[config.mk]
export PLATFORM = sky130hd
export DESIGN_NAME = bcd_d
export DESIGN_NICKNAME = d
export VERILOG_FILES = /design/src/rtl/bcd_d.sv
export SDC_FILE = /design/constraint.sdc
export NUM_CORES = 1
export LEC_CHECK = 0
export ABC_AREA = 1
export CAP_MARGIN = 20
export CORE_ASPECT_RATIO = 1.4
export CORE_MARGIN = 5
export CORE_UTILIZATION = 57
export DETAILED_ROUTE_END_ITERATION = 8
export PLACE_DENSITY = 0.83
export SLEW_MARGIN = 20
export SYNTH_ARGS = -nofsm -noshare
export SYNTH_HDL_FRONTEND = slang
export SYNTH_SLANG_ARGS = --single-unit
[constraint.sdc]
create_clock -name clk -period 2.6 [get_ports clk]
set_input_delay 0.52 -clock clk [delete_from_list [all_inputs] [get_ports clk]]
set_output_delay 0.52 -clock clk [all_outputs]
set_load 0.02 [all_outputs]
[src/rtl/bcd_d.sv]
// rtl/bcd_d.sv - iterative BCD-to-binary converter (reverse double-dabble), one step per clock.
// Optional BCD_D_OVF8_EN adds Ovf: result does not fit in 8 bits.
module bcd_d #(
  parameter int BIN_W = 10
) (
  input  logic             clk,
  input  logic             rst,
  input  logic             start,
  input  logic [3:0]       Units,
  input  logic [3:0]       Tens,
  input  logic [3:0]       Hunds,
  output logic             busy,
  output logic             done,
  output logic [BIN_W-1:0] Bin,
  output logic             Err
`ifdef BCD_D_OVF8_EN
  ,
  output logic             Ovf
`endif
);

  localparam int CNT_W = $clog2(BIN_W);

  typedef enum logic [1:0] {
    S_IDLE  = 2'd0,
    S_SHIFT = 2'd1,
    S_DONE  = 2'd2
  } state_t;

  state_t             state_q, state_d;
  logic [11:0]        sreg_q, sreg_d;
  logic [BIN_W-1:0]   acc_q, acc_d;
  logic [CNT_W-1:0]   cnt_q, cnt_d;
  logic [BIN_W-1:0]   bin_q, bin_d;
  logic               err_q, err_d;
`ifdef BCD_D_OVF8_EN
  logic               ovf_q, ovf_d;
`endif

  logic [11:0]        sreg_sh;
  logic [BIN_W-1:0]   acc_sh;
  logic               digit_bad;

  // Halving a BCD digit moves 10/2=5 into the lower nibble as weight 8; subtract 3 to make it 5.
  function automatic logic [3:0] fix_nib(input logic [3:0] n);
    return (n >= 4'd8) ? (n - 4'd3) : n;
  endfunction

  always_comb begin
    sreg_sh   = {1'b0, sreg_q[11:1]};
    acc_sh    = {sreg_q[0], acc_q[BIN_W-1:1]};
    sreg_sh   = {fix_nib(sreg_sh[11:8]), fix_nib(sreg_sh[7:4]), fix_nib(sreg_sh[3:0])};
    digit_bad = (Hunds > 4'd9) || (Tens > 4'd9) || (Units > 4'd9);
  end

  always_ff @(posedge clk) begin
    if (rst) begin
      state_q <= S_IDLE;
      sreg_q  <= '0;
      acc_q   <= '0;
      cnt_q   <= '0;
      bin_q   <= '0;
      err_q   <= 1'b0;
`ifdef BCD_D_OVF8_EN
      ovf_q   <= 1'b0;
`endif
    end else begin
      state_q <= state_d;
      sreg_q  <= sreg_d;
      acc_q   <= acc_d;
      cnt_q   <= cnt_d;
      bin_q   <= bin_d;
      err_q   <= err_d;
`ifdef BCD_D_OVF8_EN
      ovf_q   <= ovf_d;
`endif
    end
  end

  always_comb begin
    state_d = state_q;
    sreg_d  = sreg_q;
    acc_d   = acc_q;
    cnt_d   = cnt_q;
    bin_d   = bin_q;
    err_d   = err_q;
`ifdef BCD_D_OVF8_EN
    ovf_d   = ovf_q;
`endif
    case (state_q)
      S_IDLE: begin
        if (start) begin
          if (digit_bad) begin
            bin_d   = '0;
            err_d   = 1'b1;
`ifdef BCD_D_OVF8_EN
            ovf_d   = 1'b0;
`endif
            state_d = S_DONE;
          end else begin
            sreg_d  = {Hunds, Tens, Units};
            acc_d   = '0;
            cnt_d   = '0;
            state_d = S_SHIFT;
          end
        end
      end
      S_SHIFT: begin
        sreg_d = sreg_sh;
        acc_d  = acc_sh;
        cnt_d  = cnt_q + 1'b1;
        if (cnt_q == CNT_W'(BIN_W - 1)) begin
          bin_d   = acc_sh;
          err_d   = 1'b0;
`ifdef BCD_D_OVF8_EN
          ovf_d   = (acc_sh > BIN_W'(255));
`endif
          state_d = S_DONE;
        end
      end
      S_DONE:  state_d = S_IDLE;
      default: state_d = S_IDLE;
    endcase
  end

  always_comb begin
    busy = (state_q != S_IDLE);
    done = (state_q == S_DONE);
  end

  assign Bin = bin_q;
  assign Err = err_q;
`ifdef BCD_D_OVF8_EN
  assign Ovf = ovf_q;
`endif

endmodule

# Word-level counts from Yosys, hierarchy flattened
# Cells that the tools add are included.
dict set report word_totals {
  output_inout_bits 13
  regBits 39
  elab_cells 52
}
dict set report op_classes {
  n_lt_le_gt_ge 5
  mux 23
  reduce_logical 8
  eq_ne 7
  addsub 3
}
# cell n
set ops {}
lappend ops {{$mux 10} 5}
lappend ops {{$pmux 10 s2} 2}
lappend ops {{$mux 12} 2}
lappend ops {{$pmux 12 s2} 1}
lappend ops {{$mux 4} 4}
lappend ops {{$gt 4x4->1 const B} 3}
lappend ops {{$ge 4x4->1 const B} 2}
lappend ops {{$ne 2x2->1 const B} 4}
lappend ops {{$pmux 4 s2} 1}
lappend ops {{$sub 4x2->4 const B} 2}
lappend ops {{$mux 2} 3}
lappend ops {{$add 4x1->4 const B} 1}
lappend ops {{$eq 4x4->1 const B} 1}
lappend ops {{$pmux 2 s2} 1}
lappend ops {{$reduce_and 4->1} 1}
lappend ops {{$reduce_bool 2->1} 2}
lappend ops {{$mux 1} 3}
lappend ops {{$reduce_and 3->1} 1}
lappend ops {{$eq 2x1->1 const B} 1}
lappend ops {{$eq 2x2->1 const B} 1}
lappend ops {{$logic_not 2->1} 1}
lappend ops {{$logic_or 1x1->1} 2}
lappend ops {{$pmux 1 s2} 1}
lappend ops {{$reduce_and 2->1} 1}

# Logic depth before layout (Yosys ltp)
dict set report depth {
  word_depth 6
  depth_mapped 10
  ltp_nobuf 9
}

# Least setup slack after synthesis
# Ideal clock, no wire load.
dict set report synth_path {
  path_kind {input -> register}
  start {in Tens[2]}
  end {reg cnt_q[0]}
  setup_ns 0.112
  t_arrival_ns 1.392
  path_stages 7
  slack_ns 1.096
  cell_sequence {o21ai_0 nand3_1 nand2_2 nand2_4 buf_6 o21ai_2 inv_1}
}
dict set report synth_between {
  elab_chain_cells 5
}
# item line
set synth_rtl {}
lappend synth_rtl {{from (decl)} 10} ;# input logic [3:0] Tens,
lappend synth_rtl {{$gt 4x4->1} 53} ;# digit_bad = (Hunds > 4'd9) || (Tens > 4'd9) || (Units > 4'd9);
lappend synth_rtl {{$logic_or 1x1->1 (2 in series)} 53}
lappend synth_rtl {{$ne 2x2->1 (no source line)} n/a}
lappend synth_rtl {{$reduce_and 3->1 (no source line)} n/a}
lappend synth_rtl {{to (signal assigned)} 71} ;# cnt_q <= cnt_d;
lappend synth_rtl {{to (decl)} 33} ;# logic [CNT_W-1:0] cnt_q, cnt_d;
# No other way between the ends.
# A chain may end at the register's enable or synchronous reset.

# Worst setup path after layout
dict set report layout_path {
  start {reg state_q[0]}
  end {out busy}
}
dict set report layout_between {
  elab_chain_cells 1
}
# item line
set layout_rtl {}
lappend layout_rtl {{from (decl)} 30} ;# state_t state_q, state_d;
lappend layout_rtl {{from (signal assigned)} 68} ;# state_q <= state_d;
lappend layout_rtl {{$reduce_bool 2->1} 127} ;# busy = (state_q != S_IDLE);
lappend layout_rtl {{to (decl)} 12} ;# output logic busy,
# No other way between the ends.

==> summary.md <==
| Metric | Value |
|---|---|
| Remaining routing DRC violations | 0 |
| Area Overhead vs Synth | 20.24% |
| Post-DP Area | 2150 sq um |
| CTS Root Cell | clkbuf_8 |
| Fin crit share | 0.7896 |
| Worst slew pin tran | 0.5200 ns |
| Status | complete, no violations |
| Site row count | 24 |
| Synth Area in Simple Gates | 0.3076 |
| Vias in the first global route | 1674 |
| Clock power frac | 0.328 |
| Worst-Skew Late Latency | 0.29 ns |
| Antenna violations before repair | 0 |
| WP data required | 2.08 ns |
| Largest net degree at the start of global routing | 23 |
| Yosys top cell area share | 0.4048 |
| Final Setup Violations | 0 |
| Worst Setup End Kind | output pin |
| Most frequent cell after synthesis | nand2_1 |
| GP Congestion | 0.8139 |
| PostCTS Resize Cnt | 0 |
| DP HPWL | 2752 microns |
| Port buffer count | 27 |
| Die area | 4562 sq um |
| Post-Syn Instances | 271 |
| Drt total wl | 4005 microns |
| Register-to-register setup slack | 0.97 ns |
| CORE AREA | 3153 sq um |
| Comb power frac | 0.215 |
| Xor/xnor cell area share of the yosys netlist | 0.009321 |
| Adder-cell share of the synthesized area | 0.03995 |
| Area contributors post-synth | dfxtp_1, nand2_1, a21oi_1, nand3_1, nor2_1 |
| CP Max Fanout | 5 |
| Global-route wire length before repair | 7010 microns |
| Remaining global-route overflow | 0 |
| Peak VDD IR | 520.4 uV |
| Ports | 28 |
| Unique masters post-synth | 25 |
| Final Instance Count excl. Fillers | 335 |
| Post-Place Cells | 327 |
| Final core occ | 0.7167 |
| Sw Share | 0.2876 |
| CTS Hold Buffers Added | 0 |
| CTS tree | built |
| Detail Route Antenna Nets | 0 |
| Syn avg cell area | 6.935 sq um |
| Post-CTS setup buffers | 0 |
| Fraction of registers with async set/reset | 0 |
| Final Hold Fails | 0 |
| WS Path Type | register to output pin |
| Pre-CTS setup slack | 0.4570 ns |
| #FFs+latches synth | 38 |
| Post-synthesis net count | 292 |
| Die width | 58.53 microns |
| Final Cell Area | 2260 sq um |
| Multiplexer share of the synthesized area | 0 |
| Post-synthesis cell area | 1879 sq um |
| CP startpoint kind | register |
| Final worst setup slack | 0.5470 ns |
| Sequential power share | 0.457 |
| Largest family of logic cells by synthesized area | simple AND/OR/NAND/NOR gates |
| Fmax | 487.1 MHz |
| Internal power | 1.021 mW |
| Sequential area share after synthesis | 0.4048 |
| Max Cap Viol | 0 |
| Max_slew headroom | 0.6512 |
| Worst Path Arrival | 1.53 ns |
| CTS Buf Count | 5 |
| GRT Total Usage | 0.1927 |
| DR iter-0 viols | 83 |
| Nets@finish | 316 |
| Clock sink total | 38 |
| Synth top cells by count | nand2_1, a21oi_1, dfxtp_1 |
| Htree depth | 2 |
| Ant. Diodes | 0 |
| Clock Tree Buf Depth | 2 |
| Top_reg_cell synth | dfxtp_1 |
| Compound-Gate Fraction of Synth Area | 0.1525 |
| DR vias | 1750 |
| Max-slew violations | 0 |
| Vias per cell | 5.224 |
| DIE HEIGHT | 77.94 microns |
| Drt pass-1 iters | 4 |
| Setup_tns | 0 ns |
| Power density cells | 634.2 nW/um^2 |
| Routed WL per cell | 11.96 microns |
| Number of synthesized flops with an enable pin | 0 |
| Share of layout cells above drive strength 1 | 0.07432 |
| Min Clock Period, post-route | 2.053 ns |
| Clock Skew | 0.006822 ns |
| Yosys top cell by area | dfxtp_1 |
| Initial Util | 0.5960 |
| Hold crit path type | register to register |
| Sw Pwr | 0.4122 mW |
| Unrepaired setup endpoints after global routing | false |
| Worst-path clk slew | 0.07 ns |
| Leak | 0.9474 nW |
| Yosys warns | 0 |
critical path: stages (launching register included):
cell	delay [ns]
dfxtp_1	0.34
nor2_1	0.28
inv_1	0.08
clkdlybuf4s50_1	0.54
cells in the final DEF (no fill, tap or decap), drive strengths merged:
| master | count |
|---|---|
| clkdlybuf4s50 | 27 |
| dfxtp | 38 |
| or2 | 3 |
| nand4 | 1 |
| nand2 | 73 |
| a21oi | 40 |
| o21ai | 9 |
| ha | 6 |
| xor2 | 2 |
| o21a | 1 |
| nand3b | 1 |
| buf | 5 |
| nor2 | 29 |
| inv | 19 |
| clkbuf | 8 |
| a21boi | 4 |
| nand3 | 29 |
| clkinv | 1 |
stage by stage:
step / total power, mW / hold WS, ns
after CTS: 1.442 / 0.4626
after global placement: 0.9709 / 0.4489
after detailed placement: 0.9749 / 0.4522
after global routing: 1.515 / 0.4846
after floorplan: 0.8782 / 0.4391
final: 1.433 / 0.4622
final timing paths:
check                                             start                    end  cells after the start
worst max register to register    cnt_q[0]$_SDFFE_PP0P_    Bin[2]$_SDFFE_PP0P_                      9
worst max-delay path            state_q[0]$_SDFFE_PP0P_                   busy                      3
worst min register to register    acc_q[3]$_SDFFE_PP0P_  acc_q[3]$_SDFFE_PP0P_                      2
worst min-delay path              acc_q[3]$_SDFFE_PP0P_  acc_q[3]$_SDFFE_PP0P_                      2
flip-flops by register name (all words and copies together) (netlist names):
name	flops
Bin	10
Err	1
acc_q	9
cnt_q	4
sreg_q	12
state_q	2
power by group through the flow:
stage	clock [mW]	combinational (mW)	sequential, mW
6_report	0.470	0.308	0.655
5_1_grt	0.509	0.345	0.661
4_1_cts	0.478	0.310	0.654
3_5_place_dp	0	0.308	0.667
3_3_place_gp	0	0.304	0.667
2_1_floorplan	0	0.197	0.681
layout make-up:
class                      instances  area [sq um]
multi-input combinational        198         957.2
timing repair buffer              32         307.8
inverter                          20         75.07
sequential                        38         760.7
fill                             289         893.4
clock buffer                       8         110.1
tap                               39         48.80
per-layer routing:
| metal | wire [microns] | GRT usage | up-vias |
|---|---|---|---|
| met4 | 73 | 0.07889 | 0 |
| met5 | 0 | 0 | - |
| met3 | 178 | 0.04817 | 9 |
| met1 | 1776 | 0.2137 | 783 |
| li1 | - | - | 926 |
| met2 | 1977 | 0.3400 | 32 |
cells by family after synthesis:
kind of cell	after synthesis
AOI/OAI and AO/OA	54
xor gates and xnor gates	2
adders and majority gates	6
buffers and inverters	35
DFF	38
and+or+nand+nor	136
(Power assumes the default switching activity.)
